## config.mk

```make
export PLATFORM = sky130hd
export DESIGN_NAME = melody_player
export DESIGN_NICKNAME = d
export VERILOG_FILES = /design/src/rtl/audio_pkg.sv /design/src/rtl/melody_rom.sv /design/src/rtl/melody_player.sv
export SDC_FILE = /design/constraint.sdc
export NUM_CORES = 1
export LEC_CHECK = 0
export ABC_CLOCK_PERIOD_IN_PS = 3900
export CORE_ASPECT_RATIO = 1.75
export CORE_MARGIN = 2
export CORE_UTILIZATION = 35
export DETAILED_ROUTE_END_ITERATION = 6
export GPL_TIMING_DRIVEN = 0
export SETUP_SLACK_MARGIN = 0.5
export SLEW_MARGIN = 5
export SYNTH_ARGS = -nofsm -noshare
export SYNTH_HDL_FRONTEND = slang
export SYNTH_SLANG_ARGS = --single-unit
```

## constraint.sdc

```tcl
create_clock -name clk -period 3.9 [get_ports clk]
set_clock_uncertainty 0.05 [all_clocks]
set_input_delay 0.78 -clock clk [delete_from_list [all_inputs] [get_ports clk]]
set_output_delay 0.78 -clock clk [all_outputs]
set_load 0.02 [all_outputs]
```

## src/rtl/audio_pkg.sv

```systemverilog
// Shared types and default note constants for the melody player.
// Provides the player FSM state enum, half-period constants for common
// pitches at a 100 MHz clock, and a default 8-entry note table packed as
// {half[19:0], beats[3:0]} per entry, entry 0 in the least significant bits.
package audio_pkg;

  typedef enum logic [1:0] {
    ST_IDLE,
    ST_TONE,
    ST_GAP,
    ST_DONE
  } state_t;

  localparam int unsigned DEF_HALF_W = 20;
  localparam int unsigned DEF_BEAT_W = 4;
  localparam int unsigned DEF_ENTRY_W = DEF_HALF_W + DEF_BEAT_W;

  // Half periods in clk cycles at 100 MHz: 100e6 / (2 * f)
  localparam logic [DEF_HALF_W-1:0] HALF_REST = 20'd0;
  localparam logic [DEF_HALF_W-1:0] HALF_A4   = 20'd113_636;
  localparam logic [DEF_HALF_W-1:0] HALF_C5   = 20'd95_556;
  localparam logic [DEF_HALF_W-1:0] HALF_E5   = 20'd75_843;
  localparam logic [DEF_HALF_W-1:0] HALF_G5   = 20'd63_776;

  localparam logic [8*DEF_ENTRY_W-1:0] DEFAULT_TABLE = {
    HALF_REST, 4'd0,   // 7: end marker
    HALF_A4,   4'd2,   // 6
    HALF_G5,   4'd1,   // 5
    HALF_REST, 4'd1,   // 4: rest
    HALF_G5,   4'd2,   // 3
    HALF_E5,   4'd1,   // 2
    HALF_C5,   4'd1,   // 1
    HALF_A4,   4'd2    // 0
  };

endpackage

```

## src/rtl/melody_rom.sv

```systemverilog
// Combinational note table lookup.
// Ports:
//   idx       - index of the current entry
//   nxt_idx   - index of the following entry
//   half      - half period of entry idx (0 = rest)
//   beats     - beat count of entry idx (0 = end marker)
//   nxt_beats - beat count of entry nxt_idx
// Indices beyond the table read as all-zero, i.e. an end marker.
module melody_rom #(
  parameter int unsigned NOTE_COUNT = 8,
  parameter int unsigned HALF_W     = 20,
  parameter int unsigned BEAT_W     = 4,
  parameter int unsigned IDX_W      = 3,
  parameter logic [NOTE_COUNT*(HALF_W+BEAT_W)-1:0] NOTE_TABLE = '0
) (
  input  logic [IDX_W-1:0]  idx,
  input  logic [IDX_W-1:0]  nxt_idx,
  output logic [HALF_W-1:0] half,
  output logic [BEAT_W-1:0] beats,
  output logic [BEAT_W-1:0] nxt_beats
);

  localparam int unsigned ENTRY_W = HALF_W + BEAT_W;

  always_comb begin
    half      = '0;
    beats     = '0;
    nxt_beats = '0;
    for (int unsigned i = 0; i < NOTE_COUNT; i++) begin
      if (idx == IDX_W'(i)) begin
        {half, beats} = NOTE_TABLE[i*ENTRY_W +: ENTRY_W];
      end
      if (nxt_idx == IDX_W'(i)) begin
        nxt_beats = NOTE_TABLE[i*ENTRY_W +: BEAT_W];
      end
    end
  end

endmodule

```

## src/rtl/melody_player.sv

```systemverilog
// Tone sequencer: plays a note table as a square wave on speaker.
// Ports:
//   clk         - system clock
//   rst         - synchronous active-high reset
//   enable      - level-sensitive play request; low returns to IDLE
//   repeat_mode - 1 loops the melody, 0 plays once
//   speaker     - registered square-wave output
//   playing     - high while in TONE or GAP
//   note_idx    - index of the current table entry
//   done        - one-cycle pulse when a play-once melody finishes
module melody_player
  import audio_pkg::*;
#(
  parameter int unsigned NOTE_COUNT  = 8,
  parameter int unsigned HALF_W      = 20,
  parameter int unsigned BEAT_W      = 4,
  parameter int unsigned BEAT_CYCLES = 25_000_000,
  parameter int unsigned GAP_CYCLES  = 1_000_000,
  parameter logic [NOTE_COUNT*(HALF_W+BEAT_W)-1:0] NOTE_TABLE = DEFAULT_TABLE,
  localparam int unsigned IDX_W = (NOTE_COUNT > 1) ? $clog2(NOTE_COUNT) : 1
) (
  input  logic             clk,
  input  logic             rst,
  input  logic             enable,
  input  logic             repeat_mode,
  output logic             speaker,
  output logic             playing,
  output logic [IDX_W-1:0] note_idx,
  output logic             done
);

  localparam longint unsigned DUR_MAX = ((longint'(1) << BEAT_W) - 1) * BEAT_CYCLES;
  localparam int unsigned DUR_W = $clog2(DUR_MAX + 1);
  localparam int unsigned GAP_W = (GAP_CYCLES > 0) ? $clog2(GAP_CYCLES + 1) : 1;

  state_t            state, state_n;
  logic [IDX_W-1:0]  idx, idx_n, nxt_idx;
  logic [HALF_W-1:0] div, div_n;
  logic [DUR_W-1:0]  dur, dur_n, dur_last;
  logic [GAP_W-1:0]  gap, gap_n;
  logic              spk, spk_n;
  logic              done_q, done_n;
  logic              advance;
  logic              is_last;

  logic [HALF_W-1:0] cur_half;
  logic [BEAT_W-1:0] cur_beats, nxt_beats;

  assign nxt_idx = idx + IDX_W'(1);
  assign is_last = (idx == IDX_W'(NOTE_COUNT - 1));

  melody_rom #(
    .NOTE_COUNT (NOTE_COUNT),
    .HALF_W     (HALF_W),
    .BEAT_W     (BEAT_W),
    .IDX_W      (IDX_W),
    .NOTE_TABLE (NOTE_TABLE)
  ) u_rom (
    .idx       (idx),
    .nxt_idx   (nxt_idx),
    .half      (cur_half),
    .beats     (cur_beats),
    .nxt_beats (nxt_beats)
  );

  // Last TONE cycle of the current note; never evaluated with beats = 0.
  assign dur_last = DUR_W'(cur_beats) * DUR_W'(BEAT_CYCLES) - DUR_W'(1);

  always_ff @(posedge clk) begin
    if (rst) begin
      state  <= ST_IDLE;
      idx    <= '0;
      div    <= '0;
      dur    <= '0;
      gap    <= '0;
      spk    <= 1'b0;
      done_q <= 1'b0;
    end else begin
      state  <= state_n;
      idx    <= idx_n;
      div    <= div_n;
      dur    <= dur_n;
      gap    <= gap_n;
      spk    <= spk_n;
      done_q <= done_n;
    end
  end

  always_comb begin
    state_n = state;
    idx_n   = idx;
    div_n   = div;
    dur_n   = dur;
    gap_n   = gap;
    spk_n   = spk;
    done_n  = 1'b0;
    advance = 1'b0;

    if (!enable) begin
      state_n = ST_IDLE;
      idx_n   = '0;
      div_n   = '0;
      dur_n   = '0;
      gap_n   = '0;
      spk_n   = 1'b0;
    end else begin
      case (state)
        ST_IDLE: begin
          idx_n = '0;
          div_n = '0;
          dur_n = '0;
          gap_n = '0;
          spk_n = 1'b0;
          // idx is 0 here, so cur_beats is entry 0
          if (cur_beats == '0) begin
            state_n = ST_DONE;
            done_n  = 1'b1;
          end else begin
            state_n = ST_TONE;
          end
        end
        ST_TONE: begin
          if (dur == dur_last) begin
            spk_n = 1'b0;
            div_n = '0;
            dur_n = '0;
            gap_n = '0;
            if (GAP_CYCLES == 0) advance = 1'b1;
            else state_n = ST_GAP;
          end else begin
            dur_n = dur + 1'b1;
            if (cur_half != '0) begin
              if (div == cur_half - 1'b1) begin
                div_n = '0;
                spk_n = ~spk;
              end else begin
                div_n = div + 1'b1;
              end
            end
          end
        end
        ST_GAP: begin
          if (gap == GAP_W'(GAP_CYCLES - 1)) advance = 1'b1;
          else gap_n = gap + 1'b1;
        end
        ST_DONE: ;
        default: state_n = ST_IDLE;
      endcase
    end

    // Shared next-note step, reached from the end of GAP or directly from TONE
    // when there is no gap, so the next TONE starts with no dead cycle.
    if (advance) begin
      div_n = '0;
      dur_n = '0;
      gap_n = '0;
      spk_n = 1'b0;
      if (!is_last && nxt_beats != '0) begin
        idx_n   = nxt_idx;
        state_n = ST_TONE;
      end else if (repeat_mode) begin
        idx_n   = '0;
        state_n = ST_TONE;
      end else begin
        state_n = ST_DONE;
        done_n  = 1'b1;
      end
    end
  end

  assign speaker  = spk;
  assign playing  = (state == ST_TONE) || (state == ST_GAP);
  assign note_idx = idx;
  assign done     = done_q;

endmodule

```

-- Yosys cells after proc, flatten, opt, wreduce, memory -nomap -nowiden
Index checks and enable logic that the tools add are counted.
- flip-flop bits (word level): 76
- word-level logic and storage cells: 115
- add/subtract/negate cells: 6
- multiply operators: 1
- equal/unequal tests: 25
- muxes and demuxes: 58
- bitwise gates (word level): 2
- reduce and logical (&&, ||, !) cells: 16
- operator list (cell ; number):
    $mux 17 ; 8
    $mux 20 ; 5
    $pmux 20 s3 ; 1
    $pmux 29 s2 ; 1
    $mux 2 ; 22
    $add 20x1->20 const B ; 2
    $pmux 20 s2 ; 1
    $add 29x1->29 const B ; 1
    $eq 29x29->1 ; 1
    $mux 29 ; 1
    $sub 29x1->29 const B ; 1
    $eq 3x3->1 const B ; 8
    $mul 4x19->23 const B ; 1
    $eq 20x20->1 ; 1
    $eq 20x20->1 const B ; 1
    $reduce_bool 20->1 ; 1
    $sub 20x1->20 const B ; 1
    $mux 3 ; 5
    $eq 3x2->1 const B ; 4
    $mux 1 ; 12
    $eq 3x1->1 const B ; 2
    $logic_not 3->1 ; 2
    $ne 3x3->1 const B ; 2
    $reduce_and 3->1 ; 2
    other kinds (19) ; 22

-- Depth between registers and ports, before layout
- depth after elaboration: 16
- mapped depth: 20
- depth with buffers taken out: 17

-- Modules after synthesis
From an unflattened synthesis, not the netlist that was laid out.
- cell total of the unflattened synthesis: 907
- area total of the unflattened synthesis: 6986.7 µm²
- by module, submodules not included (module ; times used ; cells each ; area an instance (µm²) ; sequential area each (µm²)):
    melody_player ; 1 ; 867 ; 6685.2 ; 1521.5
    melody_rom ; 1 ; 40 ; 301.5 ; 0.0

-- Worst setup path before layout
OpenSTA, ideal clock, no wires.
- path kind: register to register
- from: reg idx[0] (netlist: note_idx[0])
- to: reg gap[18]
- library setup time: 0.121 ns
- data arrival time: 4.049 ns
- data required time: 3.729 ns
- slack: -0.320 ns
- cell stages (with the launch flop): 19
- buffers on the path: 2
- path through: dfxtp_1 inv_1 ha_1 clkbuf_1 nor2_1 a21oi_1 or2_2 nand3_1 nand2_1 ha_1 or4_1 o21ai_1 nor4b_4 o211ai_4 and2_4 buf_2 o31ai_4 nor2_1 mux2_2
- word-level cells in the longest chain between the ends: 14
- elaborated cells between the ends (all ways): 21
- those cells by class: add/sub: 1; mul: 1; eq/ne: 9; mux: 8; reduce/logical: 2
- RTL lines (item ; line ; source):
    start: declaration ; melody_player.sv:37 ; logic [IDX_W-1:0] idx, idx_n, nxt_idx;
    start signal: assignment ; melody_player.sv:80 ; idx <= idx_n;
    $logic_not 3->1 ; melody_rom.sv:30 ; if (idx == IDX_W'(i)) begin
    $mux 2 (7 in a row) ; melody_rom.sv:30 ;
    $mux 2 (*) ; melody_rom.sv:30 ;
    $mul 4x19->23 (*) ; melody_player.sv:67 ; assign dur_last = DUR_W'(cur_beats) * DUR_W'(BEAT_CYCLES) - DUR_W'(1);
    $sub 29x1->29 (*) ; melody_player.sv:67 ;
    $eq 29x29->1 (*) ; melody_player.sv:123 ; if (dur == dur_last) begin
    $ne 2x2->1 (no source line) (*) ; n/a ;
    $reduce_and 3->1 (no source line) (*) ; n/a ;
    end signal: assignment ; melody_player.sv:83 ; gap <= gap_n;
    end: declaration ; melody_player.sv:40 ; logic [GAP_W-1:0] gap, gap_n;
Mark *: on every way between the ends. The rest lies on a longest branch, timed or not.
A chain may end at the register's enable or synchronous reset.

-- Worst setup path after layout
- from: reg idx[1] (netlist: note_idx[1])
- to: reg gap[17]
Same word-level chain as after synthesis.

==> metrics.txt <==
r2r startpoint=note_idx[1]; Setup-failing EPs final=11; share of layout cells above drive strength 1=27.3%; Worst Min Path Start=gap[0]; CTS Buf Count=9; vias in the first global route=4,502; Finished Cell Area=0.00648 mm^2; switching fraction of total power=25.8%; CTS root buffer=clkbuf_16; DP Wirelength=9400 um; mapped cell area=0.00470 mm^2; Synth Area per Inst=8.02 um^2; Power Dens Cells=309 mW/mm^2; leading cell types in the layout, fill and taps excluded=73 x dfxtp_1, 59 x nor2_1, 47 x nand2_1; Fin. Hold Viols=0; 1st-iter DRT viols=197; gpl congestion=0.841; min cycle time layout=3.93 ns; crit end category=flop; number of H-tree levels=3; max-cap violation count=0; Final WS setup=-0.0328 ns; actual slew at the worst max-slew pin=1.07 ns; Die X=91.6 um; Top FF cell, synth=dfxtp_1; # diodes=0; dpl cell area=0.00525 mm^2; sequential fraction of the synthesis area=32.4%; DR WL/cell=16.5 um; Hold Path Class=reg -> reg; starting density of the core=35.5%; leading post-synthesis cells by cell area=dfxtp_1 32%, nor2_1 5.8%, ha_1 5.1%; Distinct cells, synth=61; Reg power frac=39.0%; Placed Cells=769; leading area contributor after synthesis=dfxtp_1; Gate Count Post-Synth=586; crit-path leading delay family=simple AND/OR/NAND/NOR gates; die area=0.0144 mm^2; Hold EP=gap[0]; Buffers & Inverters on Critical Path=5; initial antenna violation count=0; Util after Layout=48.9%; Max-slew headroom=28.2%; Leak=2.20 nW; total power=0.00200 W; violated checks=setup timing; CTS tree=yes; Largest stage delay, worst path=0.48 ns; Post-synth EDFFs=0; register bit total from synthesis=76; most common cell after layout, fill and taps aside=dfxtp_1; Longest Clk Path Bufs=2; R2R Setup Slk=-0.03 ns; Max VDD drop=0.307 mV; Ys Warns=0; slowest CP cell=or4_4; hold_buf cts=0; CP startpoint kind=flop; Slew Limit Fails=0; R2R depth=19; Yosys top cell area share=32.4%; routed vias=4,509; core area=0.0132 mm^2; # DRC=0; crit-path max FO=5; Comb pwr share=14.1%; final cell count without fillers=826; Post-DRT Antenna Nets=0; Achievable Freq=254 MHz; Syn Nets=609; internal power=0.00149 W; synth-to-layout area growth=37.9%; worst hold stages=2; outcome=finished, violations left; gr ovfl total=0; period utilisation layout=101%; # IOs=10; nets@finish=670; Crit path depth=19; Async S/R FF share, synth=0%; largest net degree at the start of global routing=16; Worst EP arrival=4.12 ns; Data required, critical path=4.09 ns; total track usage=18.9%; DR vias/cell=5.46; Clk pwr share=46.9%; # rows=56; port bufs=9; worst path cell trace=clkinvlp_4, ha_4, nor2_4, a21oi_2, or2_4, nand3_4, nand2_4, ha_4, or4_4, o21ai_2, nor4b_4, o211ai_4, buf_12, and2_4, buf_12, o31ai_4, buf_4, buf_6, nor2_1; Detailed Routing Iterations Pass 1=4; r2r endpoint=gap[17]; CTS sink count=76; Psw=0.000516 W; DRT Wirelength=13,600 um; Crit Path Category=reg -> reg; Worst-path clk slew=0.07 ns; Die Y=157 um; global-route wire length before repair=21,600 um; RSZ-0062 raised after global routing=true; Skew-Pair Late Insertion Delay=0.35 ns
==> stage by stage <==
step                TNS [ns]  setup WS (ns)  hold slack, ns
finish                -0.246        -0.0328           0.462
global route           -3.76         -0.162           0.494
CTS                        0         0.0354           0.461
detailed placement     -8.43         -0.386           0.452
global placement       -5.15         -0.304           0.438
floorplan                  0          0.192           0.419
==> synthesized netlist by cell type (all sizes together), types with 17 or more instances <==
master  number
nand2       50
clkbuf      19
and3        17
nor3        41
xor2        25
nand3       28
o21ai       21
xnor2       21
dfxtp       76
a21oi       43
ha          19
nor2        73
==> flip-flops by register name, indices dropped and copies added (netlist names) <==
register,cells
note_idx,3
dur,29
state,2
gap,20
speaker,1
div,20
done,1
==> area by class of cell <==
cell class,count,area [um^2]
fill,1244,6760
multi-input combinational,467,3520
sequential,76,1530
timing repair buffer,50,526
buffer,28,290
clock buffer,9,225
tap,174,218
clock inverter,7,105
inverter,15,70.1
==> per-layer routing <==
| metal | vias to the layer above | global-route usage (%) | wire length, um |
|---|---|---|---|
| li1 | 2236 | - | - |
| met3 | 33 | 3.78 | 395 |
| met4 | 0 | 8.23 | 461 |
| met2 | 86 | 37.3 | 7630 |
| met5 | - | 0 | 0 |
| met1 | 2154 | 18.5 | 5140 |
==> power groups by stage <==
| stage | Sequential, W | Clock, W | Combinational, W |
|---|---|---|---|
| 4_1_cts | 0.000779 | 0.000960 | 0.000253 |
| 3_3_place_gp | 0.000797 | 0 | 0.000162 |
| 6_report | 0.000780 | 0.000940 | 0.000282 |
| 2_1_floorplan | 0.000797 | 0 | 0.000117 |
| 5_1_grt | 0.000780 | 0.000995 | 0.000297 |
| 3_5_place_dp | 0.000797 | 0 | 0.000164 |
==> cell families (layout without fill, tap and decap cells) <==
family,Yosys count,count (layout),synth area share [%]
AO/OA/AOI/OAI,107,107,15.2
XOR/XNOR,46,46,8.58
adder cells (fa/ha/maj),19,19,5.06
buffers and inverters,43,109,4.07
flip-flops,76,76,32.4
multiplexers,5,5,1.15
AND/OR/NAND/NOR,290,290,33.6
==> how the worst max path moves through the flow <==
stage | start | endpoint | slack (ns)
floorplan | note_idx[0] | gap[18] | 0.19
global placement | note_idx[0] | gap[17] | -0.30
detailed placement | note_idx[0] | gap[16] | -0.39
CTS | note_idx[1] | gap[10] | 0.04
global route | note_idx[1] | gap[16] | -0.16
finish | note_idx[1] | gap[17] | -0.03
==> worst reg2reg max path: stages, from the launching register on <==
cell and delay, ns:
dfxtp_4 0.40, clkinvlp_4 0.15, ha_4 0.21, nor2_4 0.14, a21oi_2 0.08, or2_4 0.25, nand3_4 0.07, nand2_4 0.09
ha_4 0.17, or4_4 0.48, o21ai_2 0.12, nor4b_4 0.31, o211ai_4 0.17, buf_12 0.18, and2_4 0.16, buf_12 0.13
o31ai_4 0.30, buf_4 0.18, buf_6 0.12, nor2_1 0.05
==> timing repair <==
item	in CTS	in global routing
setup buffers	30	6
resized for setup	69	49
endpoints found under the setup margin	71	71
pin swaps	28	23
gates cloned	4	1
endpoints found under the hold margin	0	0
No activity file was read; power rests on OpenSTA's default activity.
